$ cat src/rtl/inst_fetch_stage.sv
// IF stage: owns the PC, issues in-order imem reads and queues returned words for ID.
// Optional macro FETCH_PERF_EN adds the fetch_bubble_cnt output.
module inst_fetch_stage #(
  parameter logic [31:0] RESET_PC = 32'h0000_0000,
  parameter int unsigned DEPTH    = 2
) (
  input  logic        clk,
  input  logic        rst,
  output logic        inst_req,
  output logic [31:0] inst_addr,
  input  logic        inst_addr_ok,
  input  logic        inst_data_ok,
  input  logic [31:0] inst_rdata,
  output logic        if_valid,
  output logic [31:0] if_inst,
  output logic [31:0] if_pc,
  input  logic        id_allowin,
  input  logic        redirect_valid,
  input  logic [31:0] redirect_pc
`ifdef FETCH_PERF_EN
  ,
  output logic [31:0] fetch_bubble_cnt
`endif
);

  localparam int unsigned PtrW = $clog2(DEPTH);
  localparam int unsigned CntW = PtrW + 1;
  localparam logic [CntW:0] DepthC = (CntW + 1)'(DEPTH);

  typedef enum logic [0:0] {StReset, StFetch} state_e;

  state_e            state_q, state_d;
  logic [31:0]       pc_q, pc_d;
  logic [PtrW-1:0]   head_q, head_d, tail_q, tail_d, fill_q, fill_d;
  logic [CntW-1:0]   count_q, count_d;
  logic [CntW-1:0]   pend_q, pend_d;
  logic [CntW-1:0]   drop_q, drop_d;
  logic [31:0]       ent_pc_q [DEPTH];
  logic [31:0]       ent_pc_d [DEPTH];
  logic [31:0]       ent_inst_q [DEPTH];
  logic [31:0]       ent_inst_d [DEPTH];
  logic [DEPTH-1:0]  ent_dv_q, ent_dv_d;

  logic [CntW:0] occ;
  logic          head_alloc;
  logic          alloc;
  logic          pop;
  logic          fill;
  logic          unused_rpc;

  assign unused_rpc = ^redirect_pc[1:0];

  // Pre-pop occupancy gates issue, so a full queue never recycles a slot in the same cycle.
  assign occ        = {1'b0, count_q} + {1'b0, drop_q};
  assign inst_req   = (state_q == StFetch) && (occ < DepthC) && !redirect_valid;
  assign inst_addr  = pc_q;
  assign head_alloc = (count_q != '0);
  assign if_valid   = head_alloc && ent_dv_q[head_q];
  assign if_inst    = head_alloc ? ent_inst_q[head_q] : 32'h0;
  assign if_pc      = head_alloc ? ent_pc_q[head_q] : 32'h0;
  assign alloc      = inst_req && inst_addr_ok;
  assign pop        = if_valid && id_allowin;
  assign fill       = inst_data_ok && (drop_q == '0);

  always_comb begin
    state_d = state_q;
    case (state_q)
      StReset: state_d = StFetch;
      StFetch: state_d = StFetch;
      default: state_d = StReset;
    endcase
  end

  always_comb begin
    pc_d       = pc_q;
    head_d     = head_q;
    tail_d     = tail_q;
    fill_d     = fill_q;
    count_d    = count_q;
    pend_d     = pend_q;
    drop_d     = drop_q;
    ent_pc_d   = ent_pc_q;
    ent_inst_d = ent_inst_q;
    ent_dv_d   = ent_dv_q;
    if (redirect_valid) begin
      // Every pending entry becomes a response to discard; a response arriving now is
      // consumed here, either as a pending fill or as an already-dropped word.
      ent_dv_d = '0;
      head_d   = '0;
      tail_d   = '0;
      fill_d   = '0;
      count_d  = '0;
      pend_d   = '0;
      drop_d   = drop_q + pend_q - CntW'(inst_data_ok);
      pc_d     = {redirect_pc[31:2], 2'b00};
    end else begin
      if (pop) begin
        head_d = head_q + PtrW'(1);
      end
      if (alloc) begin
        ent_pc_d[tail_q]   = pc_q;
        ent_inst_d[tail_q] = 32'h0;
        ent_dv_d[tail_q]   = 1'b0;
        tail_d             = tail_q + PtrW'(1);
        pc_d               = pc_q + 32'd4;
      end
      if (inst_data_ok) begin
        if (drop_q != '0) begin
          drop_d = drop_q - CntW'(1);
        end else begin
          ent_inst_d[fill_q] = inst_rdata;
          ent_dv_d[fill_q]   = 1'b1;
          fill_d             = fill_q + PtrW'(1);
        end
      end
      count_d = count_q + CntW'(alloc) - CntW'(pop);
      pend_d  = pend_q + CntW'(alloc) - CntW'(fill);
    end
  end

  always_ff @(posedge clk) begin
    if (rst) begin
      state_q    <= StReset;
      pc_q       <= RESET_PC;
      head_q     <= '0;
      tail_q     <= '0;
      fill_q     <= '0;
      count_q    <= '0;
      pend_q     <= '0;
      drop_q     <= '0;
      ent_pc_q   <= '{default: '0};
      ent_inst_q <= '{default: '0};
      ent_dv_q   <= '0;
    end else begin
      state_q    <= state_d;
      pc_q       <= pc_d;
      head_q     <= head_d;
      tail_q     <= tail_d;
      fill_q     <= fill_d;
      count_q    <= count_d;
      pend_q     <= pend_d;
      drop_q     <= drop_d;
      ent_pc_q   <= ent_pc_d;
      ent_inst_q <= ent_inst_d;
      ent_dv_q   <= ent_dv_d;
    end
  end

`ifdef FETCH_PERF_EN
  logic [31:0] bubble_q;

  always_ff @(posedge clk) begin
    if (rst) begin
      bubble_q <= 32'h0;
    end else if ((state_q == StFetch) && id_allowin && !if_valid && !redirect_valid) begin
      bubble_q <= bubble_q + 32'd1;
    end
  end

  assign fetch_bubble_cnt = bubble_q;
`endif

`ifndef SYNTHESIS
  always_ff @(posedge clk) begin
    if (!rst) begin
      assert (!(inst_data_ok && (pend_q == '0) && (drop_q == '0)));
      assert (occ <= DepthC);
    end
  end
`endif

endmodule

$ cat config.mk
export PLATFORM = sky130hd
export DESIGN_NAME = inst_fetch_stage
export DESIGN_NICKNAME = d
export VERILOG_FILES = /design/src/rtl/inst_fetch_stage.sv
export SDC_FILE = /design/constraint.sdc
export NUM_CORES = 1
export LEC_CHECK = 0
export ABC_AREA = 1
export CORE_UTILIZATION = 45
export DETAILED_ROUTE_END_ITERATION = 16
export DONT_BUFFER_PORTS = 1
export GPL_ROUTABILITY_DRIVEN = 0
export PLACE_DENSITY = 0.7
export SLEW_MARGIN = 40
export SYNTH_ARGS = -nofsm -noshare
export SYNTH_HDL_FRONTEND = slang
export SYNTH_SLANG_ARGS = --single-unit
$ cat constraint.sdc
create_clock -name clk -period 4.5 [get_ports clk]
set_input_delay 0.675 -clock clk [delete_from_list [all_inputs] [get_ports clk]]
set_output_delay 0.675 -clock clk [all_outputs]
set_load 0.005 [all_outputs]
==> reports/qor.csv, run 1 <==
stage;metric;value;unit
setup_path;crit_chain;nand2_1, inv_1, fa_1, nor2_1, nand3_2, nand2_1, inv_1, nand2_1, nand3_1, nand2_1, inv_1;
global_routing;grt_pass1_vias;6775;
power_and_ir_drop;power.internal;2400;µW
power_and_ir_drop;share_comb_of_total_power;7.4;%
setup_path;required;4.83;ns
status;outcome;finished, final reports clean;
placement;port_buffers;0;
routing;avgRoutedWirePerCell;16.0;µm
routing;drtAntennaViolNets;0;
clocking;clkLatencyLatePin;0.43;ns
floorplanning;start_util;46.1;%
worst_hold_path;hp-class;in2reg;
power_and_ir_drop;peakVddDrop;0.246;mV
worst_hold_path;hold_depth;1;
logic_synthesis;synth_edf_count;0;
power_and_ir_drop;clkPwrFrac;44.4;%
routing;drc;0;
sta;setup_tns;0;ns
power_and_ir_drop;p_sw;890;µW
logic_synthesis;yosysWarnings;0;
power_and_ir_drop;sw_frac_of_total;27.1;%
clocking;post_cts_buffers;0;
logic_synthesis;netlist_area;7940;µm²
logic_synthesis;ys_types;31;
global_routing;grt_max_degree;97;
clocking;postCtsHoldBufs;0;
setup_path;path_max_fanout;18;
clocking;post_cts_resize_count;0;
power_and_ir_drop;power.density;384;nW/µm²
power_and_ir_drop;total_power;3290;µW
setup_path;cp_data_arrival_time;3.28;ns
clocking;cts_made_buffers;17;
finish;nets;1212;
setup_path;crit_slowest_cell;nand2_1;
sta;min_period_over_period;65.6;%
logic_synthesis;synth_most_common_cell;nand2_1;
global_routing;grt_usage;24.5;%
routing;wirelength;21900;µm
setup_path;crit_family;simple AND/OR/NAND/NOR gates;
logic_synthesis;ys_ff_latch;166;
floorplanning;die_y;135;µm
global_routing;overflow;0;
clocking;path_clk_slew;0.07;ns
floorplanning;die_area;18200;µm²
sta;finalSetupViolations;0;
power_and_ir_drop;p_leak;0.00304;µW
clocking;cts-root-buf;clkbuf_16;
sta;finClkSkew;0.00992;ns
setup_path;cpMostUsedCell;nand2_1;
setup_path;critPathKind;reg2reg;
setup_path;worst-path-stages;11;
logic_synthesis;yosys-top-cells-count;nand2_1 (311), a21oi_1 (214), dfxtp_1 (166), o21ai_0 (115), inv_1 (94);
sta;fmax;339;MHz
flow_run;cap_violations;0;
logic_synthesis;netlist.area_leader.share;41.8;%
clocking;cts_tree;built;
floorplanning;rows;48;
sta;slew_headroom;49.2;%
setup_path;cp.buffers_inverters;3;
floorplanning;core_area;17200;µm²
logic_synthesis;synthFlopType;dfxtp_1;
finish;fin_util;49.6;%
setup_path;worst_setup_path_end_kind;register;
logic_synthesis;yosys.area.top_type;dfxtp_1;
logic_synthesis;async_flop_share;0;%
logic_synthesis;synth_area_leaders;dfxtp_1 (42%), nand2_1 (15%), a21oi_1 (13%), o21ai_0 (7.2%), nand3_1 (4.5%);
routing;dr.pass1.iters;6;
placement;hpwlAfterDp;14200;µm
logic_synthesis;ys_seq_area_share;41.8;%
setup_path;start_kind;register;
setup_path;cp_slowest_stage_delay;0.67;ns
clocking;cts_max_path_buffers;2;
power_and_ir_drop;p_seq_share;48.2;%
setup_path;reg2reg_depth;11;
floorplanning;chipWidth;135;µm
global_routing;antenna_found_initial;1;
finish;drive_gt1_share;5.23;%
sta;finalMaxSlewViolations;0;
routing;drt_iter0_markers;500;
global_routing;grt_pass1_wl;35100;µm
finish;area_growth;7.63;%
routing;via_per_inst;5.36;
sta;rsz0062_at_grt;no;
sta;min_period;2.95;ns
sta;worst_slew_pin_slew;0.761;ns
clocking;clock_sinks;166;
routing;vias;7357;
sta;hold_violations;0;
logic_synthesis;syn-instance-count;1184;
logic_synthesis;syn_area_per_cell;6.71;µm²
clocking;htree_levels;4;
floorplanning;io_pins;168;
[layout by cell type, fill, tap and decap left out, types with 5 or more instances in the layout]
cell type	count
buf_4	7
clkbuf_16	17
a21oi_1	214
nand2_1	311
nand3_1	71
o21ai_0	115
nor2_1	81
inv_6	5
xor2_1	9
ha_1	7
dfxtp_1	165
inv_1	93
[kinds of logic (layout without fill, tap and decap cells)]
family,count (synthesis),in the layout,synth area share (%)
buffers and inverters,179,139,9.09
AND/OR/NAND/NOR,477,477,24.5
AO/OA/AOI/OAI,340,340,21.7
XOR/XNOR,13,13,1.43
adder cells (fa/ha/maj),8,8,1.35
other,1,5,0.0472
flip-flops,166,166,41.8
[worst reg2reg max path, cell delays in order, from the launching register on]
cell and delay [ns]:
dfxtp_1 0.37, nand2_1 0.06, inv_1 0.06, fa_1 0.43, nor2_1 0.15, nand3_2 0.35
nand2_1 0.67, inv_1 0.44, nand2_1 0.15, nand3_1 0.08, nand2_1 0.06, inv_1 0.04
[sequential cells by signal (all words and copies together) (netlist names)]
name	flops
tail_q	1
count_q	2
ent_pc_q	60
ent_inst_q	64
ent_dv_q	2
fill_q	1
head_q	1
state_q	1
inst_addr	30
pend_q	2
drop_q	2
[power by group through the flow]
stage,combinational [µW],clock [µW],sequential (µW)
3_5_place_dp,244,0,1620
3_3_place_gp,238,0,1620
2_1_floorplan,218,0,1600
5_1_grt,281,1540,1590
4_1_cts,246,1480,1580
6_report,244,1460,1580
[per-layer routing]
layer	wire (µm)	share of wire, %	vias to the layer above	GRT usage (%)
met2	10400	48	224	40.9
met3	1860	8.5	38	8.41
met5	0	0	-	0
li1	-	-	3736	-
met1	9140	42	3359	29.3
met4	491	2.2	0	8.49
[through the flow]
stage,setup WS [ns],cells,hold slack [ns],instance area [µm²]
finish,1.55,1373,0.313,8550
global route,1.23,1372,0.287,8540
CTS,1.27,1372,0.295,8540
detailed placement,1.27,1340,0.444,7950
global placement,1.35,1340,0.439,7950
floorplan,2.20,1187,0.429,7950
[worst paths after layout]
check,end,start,slack [ns]
hold reg to reg,ent_pc_q[17],ent_pc_q[17],0.45
setup / recovery,inst_addr[6],count_q[0],1.55
hold / removal,ent_inst_q[1],rst,0.31
setup reg to reg,inst_addr[6],count_q[0],1.55
[cell type report]
cell class,instances,area [µm²]
well taps,225,282
clock buffers,17,425
fillers,1769,8690
flip-flops and latches,166,3320
repair buffers,8,63.8
inverters,99,374
clock inverters,15,160
diodes,1,2.50
multi-input cells,842,3920
No activity file was read; power rests on OpenSTA's default activity.
==> inputs of run 2 (changes only) <==
--- a/config.mk
+++ b/config.mk
@@ -10,7 +10,7 @@
 export DETAILED_ROUTE_END_ITERATION = 16
 export DONT_BUFFER_PORTS = 1
 export GPL_ROUTABILITY_DRIVEN = 0
-export PLACE_DENSITY = 0.7
+export PLACE_DENSITY = 0.72
 export SLEW_MARGIN = 40
 export SYNTH_ARGS = -nofsm -noshare
 export SYNTH_HDL_FRONTEND = slang
==> constraint.sdc (replaced) <==
create_clock -name clk -period 2.4 [get_ports clk]
set_input_delay 0.36 -clock clk [delete_from_list [all_inputs] [get_ports clk]]
set_output_delay 0.36 -clock clk [all_outputs]
set_load 0.005 [all_outputs]
==> run 2 against run 1 <==
Net effect: sequential share of layout area is 1.1 points lower; cell count is 1.5% higher; first-iteration DRC count is 15% higher; sequential cell count stayed put; wire length is 5.1% higher; global-route usage is 0.60 points higher; cell area is 2.8% higher; worst setup slack worse by 1.4 ns; total power is 88% higher; register-to-register slack worse by 1.4 ns; utilization is 1.4 points higher; critical path depth stayed put; critical endpoint is now count_q[1].
==> reports/qor.csv, run 2 (synthesis gave the netlist of run 1 again) <==
stage;metric;value;unit
floorplanning;io_pins;168;
setup_path;r2r_start;count_q[0];
power_and_ir_drop;power.density;702;nW/µm²
status;outcome;finished, final reports clean;
routing;avgRoutedWirePerCell;16.5;µm
floorplanning;die_area;18200;µm²
sta;fmax;445;MHz
global_routing;grt_max_degree;80;
setup_path;required;2.76;ns
floorplanning;chipWidth;135;µm
power_and_ir_drop;peakVddDrop;0.505;mV
global_routing;antenna_found_initial;0;
sta;finalMaxSlewViolations;0;
sta;finClkSkew;0.0105;ns
routing;wirelength;23000;µm
setup_path;r2r-end;count_q[1];
routing;vias;7520;
clocking;htree_levels;4;
setup_path;path_max_fanout;3;
routing;drt_iter0_markers;574;
clocking;clock_sinks;166;
setup_path;worst_setup_path_end_kind;register;
sta;finalSetupViolations;0;
sta;worst_slew_pin_slew;0.714;ns
clocking;cts-root-buf;clkbuf_16;
routing;via_per_inst;5.40;
global_routing;grt_pass1_vias;6865;
setup_path;cp_data_arrival_time;2.61;ns
clocking;path_clk_slew;0.07;ns
routing;drtAntennaViolNets;0;
setup_path;cp_slowest_stage_delay;0.42;ns
flow_run;cap_violations;0;
setup_path;start_kind;register;
finish;fillers;1694;
setup_path;crit_family;adder cells;
clocking;cts_made_buffers;17;
worst_hold_path;holdPathEnd;ent_inst_q[60];
finish;area_growth;10.7;%
worst_hold_path;min_from;inst_rdata[28];
sta;min_period_over_period;93.6;%
global_routing;grt_pass1_wl;35500;µm
finish;largest_register_ffs;64;
worst_hold_path;hp-class;in2reg;
setup_path;critPathKind;reg2reg;
routing;drc;0;
global_routing;overflow;0;
power_and_ir_drop;p_leak;0.00314;µW
clocking;cts_max_path_buffers;2;
clocking;clkLatencyLatePin;0.42;ns
floorplanning;core_area;17200;µm²
placement;hpwlAfterDp;14700;µm
sta;rsz0062_at_grt;no;
worst_hold_path;hold_depth;2;
sta;min_period;2.25;ns
setup_path;crit_slowest_cell;fa_1;
setup_path;reg2reg_depth;11;
finish;fin_util;51.0;%
floorplanning;die_y;135;µm
floorplanning;rows;48;
finish;final_common_cell;nand2_1;
floorplanning;start_util;46.1;%
clocking;cts_tree;built;
finish;mostFrequentLayoutCells;nand2_1 (311), a21oi_1 (214), dfxtp_1 (164), o21ai_0 (115), inv_1 (91);
setup_path;crit_chain;nand2_1, inv_1, fa_1, nor2_1, nand3_2, ha_1, inv_1, ha_1, xnor2_1, or2_2, a21oi_1;
finish;top_register;ent_inst_q;
placement;port_buffers;0;
sta;hold_violations;0;
finish;drive_gt1_share;6.78;%
setup_path;ff2ff_setup_slack;0.15;ns
global_routing;grt_usage;25.1;%
finish;nets;1231;
routing;dr.pass1.iters;4;
sta;setup_tns;0;ns
sta;slew_headroom;52.3;%
setup_path;cp.buffers_inverters;2;
-- run 2: layout make-up --
| type | instances | area, µm² | area share (%) |
|---|---|---|---|
| multi-input cells | 842 | 3920 | 44.5 |
| flip-flops and latches | 166 | 3330 | 37.8 |
| clock inverters | 12 | 115 | 1.31 |
| inverters | 99 | 383 | 4.36 |
| repair inverters | 2 | 15.0 | 0.171 |
| well taps | 225 | 282 | 3.20 |
| diodes | 2 | 5.00 | 0.0569 |
| clock buffers | 20 | 457 | 5.20 |
| repair buffers | 25 | 292 | 3.32 |
-- run 2: report_power, final --
part | internal (µW) | total [µW] | switching (µW)
clock network | 1500 | 2670 | 1170
registers | 2870 | 2970 | 107
logic | 181 | 527 | 346
total | 4550 | 6170 | 1620
-- run 2: worst max-delay path by stage --
stage	from	slack (ns)	cells after the start	to
finish	count_q[0]	0.15	11	count_q[1]
global route	count_q[0]	0.006	11	count_q[1]
CTS	count_q[0]	0.04	10	ent_pc_q[18]
detailed placement	count_q[0]	0.05	10	ent_pc_q[18]
global placement	count_q[0]	0.11	10	ent_pc_q[8]
floorplan	count_q[0]	0.1	12	count_q[1]
-- run 2: timing repair --
item	4_1_cts	5_1_grt
hold buffers	3	0
endpoints found under the hold margin	79	0
setup endpoints to repair	0	40
gates resized for setup	0	8
setup buffers	0	5
-- run 2: metrics by stage --
stage | cells | setup slack (ns) | hold WS [ns] | total power (µW) | instance area (µm²)
2_1_floorplan | 1187 | 0.0996 | 0.429 | 3400 | 7950
3_3_place_gp | 1349 | 0.109 | 0.436 | 3500 | 8080
3_5_place_dp | 1349 | 0.0533 | 0.437 | 3510 | 8080
4_1_cts | 1384 | 0.0392 | 0.0635 | 6200 | 8700
5_1_grt | 1391 | 0.00592 | 0.0649 | 6420 | 8780
6_report | 1393 | 0.155 | 0.0768 | 6170 | 8790
-- run 2: worst reg2reg max path, delay by kind of cell (launching register included) --
family / cells / cell delay [ns]
adder cells (fa/ha/maj): 3 / 0.90
AND/OR/NAND/NOR: 4 / 0.58
flip-flops: 1 / 0.36
XOR/XNOR: 1 / 0.13
AO/OA/AOI/OAI: 1 / 0.11
buffers and inverters: 2 / 0.10
-- run 2: routing by layer --
layer / track usage [%] / routed length (µm) / vias to the layer above
met2: 41.0 / 10700 / 294
met4: 10.7 / 666 / 0
met1: 30.1 / 9320 / 3398
li1: - / - / 3784
met3: 8.33 / 2320 / 44
met5: 0 / 0 / -
==> inputs of run 3 (changes only) <==
--- a/config.mk
+++ b/config.mk
@@ -6,11 +6,12 @@
 export NUM_CORES = 1
 export LEC_CHECK = 0
 export ABC_AREA = 1
+export CORE_MARGIN = 3
 export CORE_UTILIZATION = 45
 export DETAILED_ROUTE_END_ITERATION = 16
 export DONT_BUFFER_PORTS = 1
 export GPL_ROUTABILITY_DRIVEN = 0
-export PLACE_DENSITY = 0.72
+export PLACE_DENSITY = 0.7
 export SLEW_MARGIN = 40
 export SYNTH_ARGS = -nofsm -noshare
 export SYNTH_HDL_FRONTEND = slang
==> constraint.sdc (replaced) <==
create_clock -name clk -period 2.1 [get_ports clk]
set_input_delay 0.315 -clock clk [delete_from_list [all_inputs] [get_ports clk]]
set_output_delay 0.315 -clock clk [all_outputs]
set_load 0.005 [all_outputs]
==> run 3 against run 2 <==
Net effect: the run now ends with hold timing, setup timing left; first-iteration DRC count grew 17%; largest power group unchanged; sequential cell count unchanged; die area increased by 6.0%.
==> reports/qor.csv, run 3 (synthesis gave the netlist of run 1 again) <==
stage;metric;value;unit
status;outcome;finished, violations left;
setup_path;ff2ff_setup_slack;-0.08;ns
setup_path;crit_family;buffers and inverters;
routing;avgRoutedWirePerCell;17.1;µm
power_and_ir_drop;p_leak;0.00334;µW
finish;drive_gt1_share;12.2;%
sta;rsz0062_at_grt;yes;
finish;fillers;1631;
routing;via_per_inst;5.55;
setup_path;r2r_start;count_q[0];
setup_path;cp_data_arrival_time;2.55;ns
setup_path;path_max_fanout;8;
power_and_ir_drop;power.density;759;nW/µm²
finish;mostFrequentLayoutCells;nand2_1 (299), a21oi_1 (199), dfxtp_1 (162), inv_1 (89), o21ai_0 (85);
global_routing;antenna_found_initial;0;
routing;vias;7830;
setup_path;required;2.47;ns
clocking;cts_made_buffers;17;
finish;nets;1255;
setup_path;reg2reg_depth;12;
sta;worst_slack;-0.0778;ns
clocking;cts_max_path_buffers;2;
global_routing;overflow;0;
sta;slew_headroom;62.3;%
placement;post-place-ws;-0.193;ns
setup_path;cpMostUsedCell;nand2_1;
setup_path;crit_path_end;ent_inst_q[24];
clocking;cts_tree;built;
floorplanning;chipWidth;139;µm
clocking;path_clk_slew;0.07;ns
sta;finalMaxSlewViolations;0;
placement;hpwlAfterDp;15100;µm
setup_path;crit_slowest_cell;fa_1;
clocking;clock_sinks;166;
sta;worst_slew_pin_slew;0.566;ns
finish;seqCellArea;3330;µm²
setup_path;worst-path-stages;12;
routing;drc;0;
setup_path;r2r-end;ent_inst_q[24];
routing;drt_iter0_markers;672;
floorplanning;die_y;139;µm
sta;fmax;459;MHz
flow_run;cap_violations;0;
clocking;cts-root-buf;clkbuf_16;
clocking;htree_levels;4;
setup_path;cp.buffers_inverters;4;
setup_path;start_kind;register;
floorplanning;start_util;46.9;%
placement;port_buffers;0;
sta;finalSetupViolations;87;
clocking;clkLatencyLatePin;0.43;ns
finish;top_register;ent_inst_q;
sta;hold_violations;59;
sta;finClkSkew;0.00846;ns
setup_path;crit_chain;nand2_1, inv_1, fa_1, nor2_1, nand3_2, buf_6, nor2_4, buf_12, o21ai_4, clkbuf_16, nand2_1, a21oi_1;
sta;min_period;2.18;ns
setup_path;critPathKind;reg2reg;
setup_path;crit_start;count_q[0];
global_routing;grt_pass1_vias;7187;
clocking;postCtsHoldBufs;1;
worst_hold_path;hp-class;in2reg;
status;violations;hold timing, setup timing;
floorplanning;core_area;16900;µm²
finish;final_common_cell;nand2_1;
sta;whs;-0.0560;ns
power_and_ir_drop;peakVddDrop;0.586;mV
global_routing;grt_max_degree;97;
finish;largest_register_ffs;64;
floorplanning;rows;47;
finish;area_growth;17.7;%
floorplanning;die_area;19300;µm²
finish;multi_input_area;4110;µm²
floorplanning;io_pins;168;
global_routing;grt_pass1_wl;37600;µm
routing;wirelength;24100;µm
finish;antennaDiodeCount;0;
global_routing;grt_usage;23.6;%
routing;dr.pass1.iters;5;
routing;drtAntennaViolNets;0;
setup_path;cp_slowest_stage_delay;0.49;ns
sta;min_period_over_period;104;%
setup_path;worst_setup_path_end_kind;register;
run 3: worst reg2reg max path, cell delays in order, from the launching register on:
cell and delay (ns):
dfxtp_2 0.32, nand2_1 0.06, inv_1 0.05, fa_1 0.49
nor2_1 0.06, nand3_2 0.10, buf_6 0.13, nor2_4 0.04
buf_12 0.14, o21ai_4 0.31, clkbuf_16 0.24, nand2_1 0.06
a21oi_1 0.12
run 3: final cells by class:
type | instances | share of cell area, %
clock inverter | 15 | 1.65
clock buffer | 17 | 4.55
timing repair inverter | 4 | 0.321
multi-input combinational | 842 | 43.9
inverter | 99 | 4.11
sequential | 166 | 35.6
tap | 220 | 2.94
timing repair buffer | 47 | 6.92
run 3: report_power, final:
part / switching (µW) / total, µW / leakage [µW] / internal [µW]
clock network: 1480 / 3060 / 0.000279 / 1590
logic: 391 / 636 / 0.00171 / 245
registers: 122 / 3400 / 0.00135 / 3270
run 3: metrics by stage:
step | setup TNS (ns) | cells | total power (µW) | instance area, µm² | util [%]
after floorplan | -0.287 | 1187 | 3890 | 7980 | -
after global placement | -2.39 | 1358 | 4020 | 8180 | 48.3
after detailed placement | -4.98 | 1358 | 4040 | 8180 | 48.3
after CTS | -1.65 | 1397 | 7110 | 8980 | 53.0
after global routing | -18.11 | 1410 | 7380 | 9350 | 55.2
final | -2.88 | 1410 | 7100 | 9350 | 55.2
run 3: worst min path at each step:
stage                     start              to  slack, ns  cells past startpoint
global placement            rst  ent_inst_q[56]       0.39                      1
finish                      rst  ent_inst_q[24]      -0.06                      1
CTS                         rst  ent_inst_q[55]      -0.06                      1
detailed placement          rst  ent_inst_q[55]       0.39                      1
global route                rst  ent_inst_q[16]      -0.07                      1
floorplan           ent_pc_q[3]     ent_pc_q[3]       0.43                      2
run 3: layer usage:
layer	wire length (µm)	global-route usage (%)
met5	0	0
met3	2100	7.52
met4	756	8.81
met1	10100	29.9
met2	11200	37.7
run 3: repair_timing:
item	CTS	global route
resized for setup	51	54
setup endpoints to repair	150	195
buffers inserted	1	6
pin swaps	10	13
endpoints found under the hold margin	94	93
cloned	5	7
